$ cat src/rtl/soric_efpga_pkg.sv
// Shared encodings for the eFPGA custom-function responder: operators,
// FSM states and the default datapath width.
package soric_efpga_pkg;

  localparam int unsigned EFPGA_WIDTH = 32;
  // Iterative operations (MUL, BITS) take one cycle per operand bit.
  localparam int unsigned ITER_CYCLES = EFPGA_WIDTH;

  localparam logic [1:0] OP_ALU  = 2'b00;
  localparam logic [1:0] OP_MUL  = 2'b01;
  localparam logic [1:0] OP_BITS = 2'b10;
  localparam logic [1:0] OP_ACC  = 2'b11;

  typedef enum logic [2:0] {
    StIdle  = 3'd0,
    StCalc  = 3'd1,
    StWait  = 3'd2,
    StDone  = 3'd3,
    StRearm = 3'd4
  } state_e;

endpackage

$ cat src/rtl/soric_efpga_seq_mul.sv
// Iterative unsigned shift-add multiplier. The start edge loads the operands and
// folds in multiplier bit 0; the remaining WIDTH-1 bits take one cycle each.
module soric_efpga_seq_mul #(
  parameter int unsigned WIDTH = 32
) (
  input  logic                 clk_i,
  input  logic                 rst_i,
  input  logic                 start_i,
  input  logic [WIDTH-1:0]     a_i,
  input  logic [WIDTH-1:0]     b_i,
  output logic                 busy_o,
  output logic                 done_o,
  output logic [2*WIDTH-1:0]   product_o
);

  localparam int unsigned CntW = $clog2(WIDTH + 1);

  logic [CntW-1:0]      cnt_q;
  logic [2*WIDTH-1:0]   prod_q;
  logic [2*WIDTH-1:0]   mcand_q;
  logic [WIDTH-1:0]     mplier_q;
  logic                 done_q;

  always_ff @(posedge clk_i or posedge rst_i) begin
    if (rst_i) begin
      cnt_q    <= '0;
      prod_q   <= '0;
      mcand_q  <= '0;
      mplier_q <= '0;
      done_q   <= 1'b0;
    end else begin
      done_q <= 1'b0;
      if (start_i) begin
        prod_q   <= b_i[0] ? {{WIDTH{1'b0}}, a_i} : '0;
        mcand_q  <= {{WIDTH{1'b0}}, a_i} << 1;
        mplier_q <= b_i >> 1;
        cnt_q    <= CntW'(WIDTH - 1);
        done_q   <= (WIDTH == 1);
      end else if (cnt_q != '0) begin
        if (mplier_q[0]) begin
          prod_q <= prod_q + mcand_q;
        end
        mcand_q  <= mcand_q << 1;
        mplier_q <= mplier_q >> 1;
        cnt_q    <= cnt_q - 1'b1;
        done_q   <= (cnt_q == CntW'(1));
      end
    end
  end

  assign busy_o    = (cnt_q != '0);
  assign done_o    = done_q;
  assign product_o = prod_q;

endmodule

$ cat src/rtl/soric_efpga_responder.sv
// Stand-in for the eFPGA custom-function fabric: runs ALU/MUL/BITS/ACC operations
// behind the same en/done handshake the fabric uses.
module soric_efpga_responder
  import soric_efpga_pkg::*;
#(
  parameter int unsigned WIDTH = EFPGA_WIDTH
) (
  input  logic             wb_clk_i,
  input  logic             wb_rst_i,
  input  logic             efpga_en_i,
  input  logic [1:0]       efpga_operator_i,
  input  logic [1:0]       efpga_delay_i,
  input  logic [WIDTH-1:0] efpga_operand_a_i,
  input  logic [WIDTH-1:0] efpga_operand_b_i,
  output logic [WIDTH-1:0] efpga_result_a_o,
  output logic [WIDTH-1:0] efpga_result_b_o,
  output logic [WIDTH-1:0] efpga_result_c_o,
  output logic             efpga_fpga_done_o,
  output logic             busy_o
);

  localparam int unsigned CntW = $clog2(WIDTH + 1);

  state_e             state_q, state_d;
  logic [1:0]         op_q, op_d;
  logic [1:0]         delay_q, delay_d;
  logic [WIDTH-1:0]   a_q, a_d, b_q, b_d;
  logic [CntW-1:0]    cnt_q, cnt_d;
  logic               one_seen_q, one_seen_d;
  logic [WIDTH-1:0]   pend_a_q, pend_a_d, pend_b_q, pend_b_d, pend_c_q, pend_c_d;
  logic [WIDTH-1:0]   res_a_q, res_b_q, res_c_q;
  logic [WIDTH-1:0]   acc_q, acc_cnt_q, acc_next;
  logic               calc_end, commit, bit_out;

  logic               mul_start, mul_done, unused_mul_busy;
  logic [2*WIDTH-1:0] mul_product;

  assign mul_start = (state_q == StIdle) && efpga_en_i && (efpga_operator_i == OP_MUL);

  soric_efpga_seq_mul #(
    .WIDTH(WIDTH)
  ) u_seq_mul (
    .clk_i    (wb_clk_i),
    .rst_i    (wb_rst_i),
    .start_i  (mul_start),
    .a_i      (efpga_operand_a_i),
    .b_i      (efpga_operand_b_i),
    .busy_o   (unused_mul_busy),
    .done_o   (mul_done),
    .product_o(mul_product)
  );

  always_comb begin
    state_d    = state_q;
    op_d       = op_q;
    delay_d    = delay_q;
    a_d        = a_q;
    b_d        = b_q;
    cnt_d      = cnt_q;
    one_seen_d = one_seen_q;
    pend_a_d   = pend_a_q;
    pend_b_d   = pend_b_q;
    pend_c_d   = pend_c_q;
    calc_end   = 1'b0;
    bit_out    = a_q[WIDTH-1];
    acc_next   = b_q[0] ? a_q : acc_q + a_q;

    unique case (state_q)
      StIdle: begin
        if (efpga_en_i) begin
          state_d    = StCalc;
          op_d       = efpga_operator_i;
          delay_d    = efpga_delay_i;
          a_d        = efpga_operand_a_i;
          b_d        = efpga_operand_b_i;
          cnt_d      = '0;
          one_seen_d = 1'b0;
          pend_a_d   = '0;
          pend_b_d   = '0;
          pend_c_d   = '0;
        end
      end
      StCalc: begin
        if (!efpga_en_i) begin
          state_d = StIdle;
        end else begin
          unique case (op_q)
            OP_ALU: begin
              pend_a_d = a_q + b_q;
              pend_b_d = a_q - b_q;
              pend_c_d = a_q ^ b_q;
              calc_end = 1'b1;
            end
            OP_MUL: begin
              pend_a_d = mul_product[WIDTH-1:0];
              pend_b_d = mul_product[2*WIDTH-1:WIDTH];
              pend_c_d = {{(WIDTH-1){1'b0}}, |mul_product[2*WIDTH-1:WIDTH]};
              calc_end = mul_done;
            end
            OP_BITS: begin
              // A streams out MSB-first; leading zeros count until the first one.
              a_d        = a_q << 1;
              pend_a_d   = pend_a_q + {{(WIDTH-1){1'b0}}, bit_out};
              pend_b_d   = pend_b_q + {{(WIDTH-1){1'b0}}, ~(one_seen_q | bit_out)};
              pend_c_d   = {bit_out, pend_c_q[WIDTH-1:1]};
              one_seen_d = one_seen_q | bit_out;
              cnt_d      = cnt_q + 1'b1;
              calc_end   = (cnt_q == CntW'(WIDTH - 1));
            end
            OP_ACC: begin
              pend_a_d = acc_next;
              pend_b_d = acc_q;
              pend_c_d = acc_cnt_q + 1'b1;
              calc_end = 1'b1;
            end
          endcase
          if (calc_end) begin
            state_d = (delay_q != 2'd0) ? StWait : StDone;
          end
        end
      end
      StWait: begin
        if (!efpga_en_i) begin
          state_d = StIdle;
        end else if (delay_q == 2'd1) begin
          state_d = StDone;
        end else begin
          delay_d = delay_q - 2'd1;
        end
      end
      StDone:  state_d = StRearm;
      StRearm: if (!efpga_en_i) state_d = StIdle;
      default: state_d = StIdle;
    endcase
  end

  // Results, acc and the ACC counter only move on the edge that enters DONE.
  assign commit = (state_d == StDone) && (state_q != StDone);

  always_ff @(posedge wb_clk_i or posedge wb_rst_i) begin
    if (wb_rst_i) begin
      state_q    <= StIdle;
      op_q       <= OP_ALU;
      delay_q    <= '0;
      a_q        <= '0;
      b_q        <= '0;
      cnt_q      <= '0;
      one_seen_q <= 1'b0;
      pend_a_q   <= '0;
      pend_b_q   <= '0;
      pend_c_q   <= '0;
      res_a_q    <= '0;
      res_b_q    <= '0;
      res_c_q    <= '0;
      acc_q      <= '0;
      acc_cnt_q  <= '0;
    end else begin
      state_q    <= state_d;
      op_q       <= op_d;
      delay_q    <= delay_d;
      a_q        <= a_d;
      b_q        <= b_d;
      cnt_q      <= cnt_d;
      one_seen_q <= one_seen_d;
      pend_a_q   <= pend_a_d;
      pend_b_q   <= pend_b_d;
      pend_c_q   <= pend_c_d;
      if (commit) begin
        res_a_q <= pend_a_d;
        res_b_q <= pend_b_d;
        res_c_q <= pend_c_d;
        if (op_q == OP_ACC) begin
          acc_q     <= pend_a_d;
          acc_cnt_q <= pend_c_d;
        end
      end
    end
  end

  assign efpga_result_a_o  = res_a_q;
  assign efpga_result_b_o  = res_b_q;
  assign efpga_result_c_o  = res_c_q;
  assign efpga_fpga_done_o = (state_q == StDone);
  assign busy_o            = (state_q != StIdle);

endmodule
$ cat config.mk
export PLATFORM = sky130hd
export DESIGN_NAME = soric_efpga_responder
export DESIGN_NICKNAME = d
export VERILOG_FILES = /design/src/rtl/soric_efpga_pkg.sv /design/src/rtl/soric_efpga_seq_mul.sv /design/src/rtl/soric_efpga_responder.sv
export SDC_FILE = /design/constraint.sdc
export NUM_CORES = 2
export LEC_CHECK = 0
export ABC_AREA = 1
export CAP_MARGIN = 20
export CELL_PAD_IN_SITES_DETAIL_PLACEMENT = 1
export CELL_PAD_IN_SITES_GLOBAL_PLACEMENT = 1
export CORE_MARGIN = 2
export CORE_UTILIZATION = 48
export DETAILED_ROUTE_END_ITERATION = 7
export GPL_TIMING_DRIVEN = 1
export PLACE_DENSITY = 0.94
export SETUP_SLACK_MARGIN = 0.5
export SYNTH_ARGS = -nofsm -noshare
export SYNTH_HDL_FRONTEND = slang
export SYNTH_SLANG_ARGS = --single-unit
$ cat constraint.sdc
create_clock -name wb_clk_i -period 38.4 [get_ports wb_clk_i]
set_input_delay 7.68 -clock wb_clk_i [delete_from_list [all_inputs] [get_ports wb_clk_i]]
set_output_delay 7.68 -clock wb_clk_i [all_outputs]
set_load 0.01 [all_outputs]
==> results.rst <==
.. list-table::
   :header-rows: 1

   * - Metric
     - Value
   * - Status
     - finished clean
   * - Root cell of the clock tree
     - clkbuf_16
   * - Clock transition at the registers of the reported paths
     - 60 ps
   * - Headroom to the max-slew limit
     - 0.149
   * - Most common cell in the synthesized netlist
     - nand2_1
   * - Via count
     - between 40k and 50k
   * - Launching element of the worst setup path
     - efpga_en_i
   * - Part of the Yosys area used for sequential elements
     - 0.346
   * - Worst Path Max Fanout
     - 75
   * - Overflow after GRT
     - 0
   * - Via count of the first global-routing pass
     - between 40k and 50k
   * - Area share of the largest cell type after synthesis
     - 0.346
   * - Post-CTS setup buffer count
     - 0
   * - Die area
     - a little under 80,000 um2
   * - Number of enable flip-flop cells after synthesis
     - 0
   * - Main area contributors after synthesis
     - dfrtp_1 (35%), nand2_1 (17%), inv_1 (6.6%)
   * - CTS tree
     - yes
   * - Quantity of I/O buffers inserted on ports
     - about 170
   * - Hold WC Path Type
     - reg -> reg
   * - Register-to-register setup slack
     - 33,470 ps
   * - Post-Syn Instances
     - approximately 5.4k
   * - Unrepaired setup endpoints after global routing
     - false
   * - Setup tns final
     - 0 ps
   * - Overall routing resource usage
     - 0.453
   * - Sequential Area
     - approximately 12,000 um2
   * - Detailed-route DRC error count
     - 0
   * - Detailed-routing iteration count for the pre-antenna-repair pass
     - 5
   * - Maximum resistive drop on vdd
     - about 0.061 mV
   * - Proportion of synthesized flip-flops having asynchronous set or reset
     - 1.00
   * - Num CTS Buffers
     - 58
   * - Post-synth design cell area
     - about 36,000 um2
   * - Core occupancy in the finished layout
     - 0.541
   * - Routed wl met2
     - between 80,000 and 90,000 um
   * - Effective utilization at floorplan
     - 0.484
   * - Detailed-route vias per instance
     - 6.26
   * - Slew @ Worst Pin
     - approximately 1300 ps
   * - Synthesis warning total
     - 0
   * - Detailed placement HPWL
     - around 130,000 um
   * - Maxcap violations
     - 0
   * - Global-route wire length before repair
     - 264,000 um
   * - Met3 Wirelength
     - 14,100 um
   * - Final Routed Wirelength
     - 177,000 um
   * - Ratio of cells with drive above 1 in the final layout
     - 0.0460
   * - Post-route worst setup slack
     - ~27,000 ps
   * - Average instance area after synthesis
     - around 6.7 um2
   * - Length of routed wiring on met1
     - 67,200 um
   * - Maximum clock frequency
     - approximately 86 MHz
   * - CTS HTree Levels
     - 2
   * - Time the final worst path needs with I/O delays and setup
     - 11,680 ps
   * - Pwr dens
     - 107 nW/um2
   * - Leading register cell type out of synthesis
     - dfrtp_1
   * - Reg-to-reg critical path startpoint
     - op_q[1]
   * - Number of pins with negative max-slew slack in the final report
     - 0
   * - Area of the placeable core
     - 74,400 um2
   * - First-iteration detailed-routing DRC count
     - around 4.2k
   * - Multi-input gate area
     - roughly 20,000 um2
   * - Final critical-path share of the clock period
     - 0.304
   * - Number of setup violations in the final report
     - 0
   * - Worst Setup Start Kind
     - input pin
   * - Die outline height
     - about 280 um
   * - Maximum buffer depth of the clock tree
     - 3
   * - Yosys cell types
     - between 60 and 70
   * - P&R area growth vs syn
     - 11.6%
   * - Crit Path Class
     - in -> reg
   * - Count of boundary I/O pins
     - approximately 170
   * - Commonest cells in the synthesized netlist
     - nand2_1 (1,626), inv_1 (630), dfrtp_1 (499), nor2_1 (457), o21ai_0 (424)
   * - Number of filler instances in the final layout
     - 9,866
   * - Reg-to-reg endpoint
     - acc_q[13]
   * - Setup skew after layout
     - roughly 30 ps
   * - Width of the die
     - between 200 and 300 um
   * - Worst setup slack after placement
     - 26,270 ps
   * - R2R depth
     - 14
   * - Number of nets in the finished design
     - ~5.7k
   * - Highest routed metal layer
     - met5
   * - Number of hold-repair buffers added at the cts stage
     - 0
   * - Total leakage power
     - about 19 nW
   * - Crit path capture type
     - register
   * - Flops & latches, synth
     - 499
   * - ANT nets after route
     - 0
   * - Required arrival time at the worst endpoint
     - 38,920 ps
   * - Final weighted congestion in routability-driven placement
     - between 1 and 1.5
   * - Sink Count
     - roughly 500
   * - # resized after CTS
     - 0
   * - Number of endpoints with negative hold slack in the final report
     - 0
   * - Most area-hungry cell type in the Yosys netlist
     - dfrtp_1
   * - Total nets after synthesis
     - 5,611
   * - Data arrival time of the critical path
     - between 10,000 and 15,000 ps
   * - Clock network latency to the later pin of the worst-skew pair
     - 660 ps
   * - Hold wc startpoint
     - efpga_result_a_o[8]
   * - Critical Path Sink
     - acc_q[13]
   * - Pin count of the biggest net entering global routing
     - between 100 and 150
   * - WL per Instance
     - about 28 um
   * - FP Rows
     - 100
   * - Number of antenna violations at the first check in global routing
     - 11
## worst max-delay path: stages
cell	delay (ps)
buf_4	370
inv_4	360
nor2_8	390
inv_2	300
nor2_2	840
a32oi_1	130
nand2_1	170
nand2_4	90
nor2_4	80
buf_4	710
inv_2	450
buf_12	310
nand2_1	110
nand2_1	90
## routing by layer
layer,track usage,up-vias
met5,0,-
met2,0.742,1920
met4,0.313,14
met1,0.541,19900
met3,0.0801,646
li1,-,17800
## worst min-delay path by stage
stage,cells after the start,to,slack [ps]
final,2,efpga_result_a_o[8],490
after global routing,2,efpga_result_a_o[17],520
after CTS,2,efpga_result_b_o[15],490
after detailed placement,2,efpga_result_c_o[3],470
after global placement,2,u_seq_mul.mplier_q[21],460
after floorplan,2,one_seen_q,450
## registers in the layout, indices dropped and copies added, names as in the netlist, 2 cells and up
name / cells
state_q: 3
u_seq_mul.product_o: 64
cnt_q: 6
a_q: 32
efpga_result_a_o: 32
acc_q: 32
u_seq_mul.cnt_q: 6
b_q: 32
op_q: 2
pend_a_q: 32
u_seq_mul.mplier_q: 31
delay_q: 2
efpga_result_b_o: 32
u_seq_mul.mcand_q: 63
efpga_result_c_o: 32
pend_b_q: 32
pend_c_q: 32
acc_cnt_q: 32
## kinds of logic (layout without fill, tap and decap cells)
kind of cell    count (synthesis)  after routing  synth area share
fa+ha+maj                     173            173            0.0609
other cells                     0              1                 0
xor+xnor                       34             34           0.00826
flops                         499            499             0.346
compound gates               1179           1179             0.186
mux                             1              1          0.000312
simple gates                 2616           2616             0.300
buf+inv                       865            960            0.0979
## final cells by class
class	count	share of cell area
Antenna cell	1	0.0000622
Sequential cell	499	0.310
Inverter	650	0.0609
Timing Repair Buffer	205	0.0497
Tap cell	969	0.0301
Clock buffer	72	0.0398
Multi-Input combinational cell	4003	0.499
Clock inverter	33	0.0102
## through the flow
step           cells  hold slack [ps]  area (um2)  power, W
3_5_place_dp    6324              466       38200   0.00353
4_1_cts         6429              487       40200   0.00417
3_3_place_gp    6324              461       38200   0.00345
5_1_grt         6431              517       40300   0.00449
6_report        6432              488       40300   0.00429
2_1_floorplan   5367              452       36100   0.00246
## power breakdown
part           internal (W)  switching [W]  total (W)
registers          0.000738       0.000271    0.00101
clock network      0.000350       0.000256   0.000606
logic              0.000737        0.00194    0.00268
total               0.00182        0.00247    0.00429
## layout by cell type, fill, tap and decap left out, types with 13 or more instances in the layout
cell type / instances
nor2_1: 454
a221oi_1: 18
a21oi_1: 378
o221ai_1: 42
a31oi_1: 60
inv_1: 628
nand3_1: 320
nor4_1: 23
buf_4: 35
o22ai_1: 71
o21ai_1: 38
or2_2: 22
clkbuf_16: 58
nand3b_1: 13
clkinv_2: 18
xor2_1: 25
clkdlybuf4s50_1: 167
o21bai_1: 20
a21o_1: 24
nand2_2: 13
dfrtp_1: 499
o21ai_0: 424
nor3_1: 55
nand2_1: 1626
ha_1: 165
o211ai_1: 41
nand4_1: 45
inv_2: 18
Power figures use the tool's default switching activity.
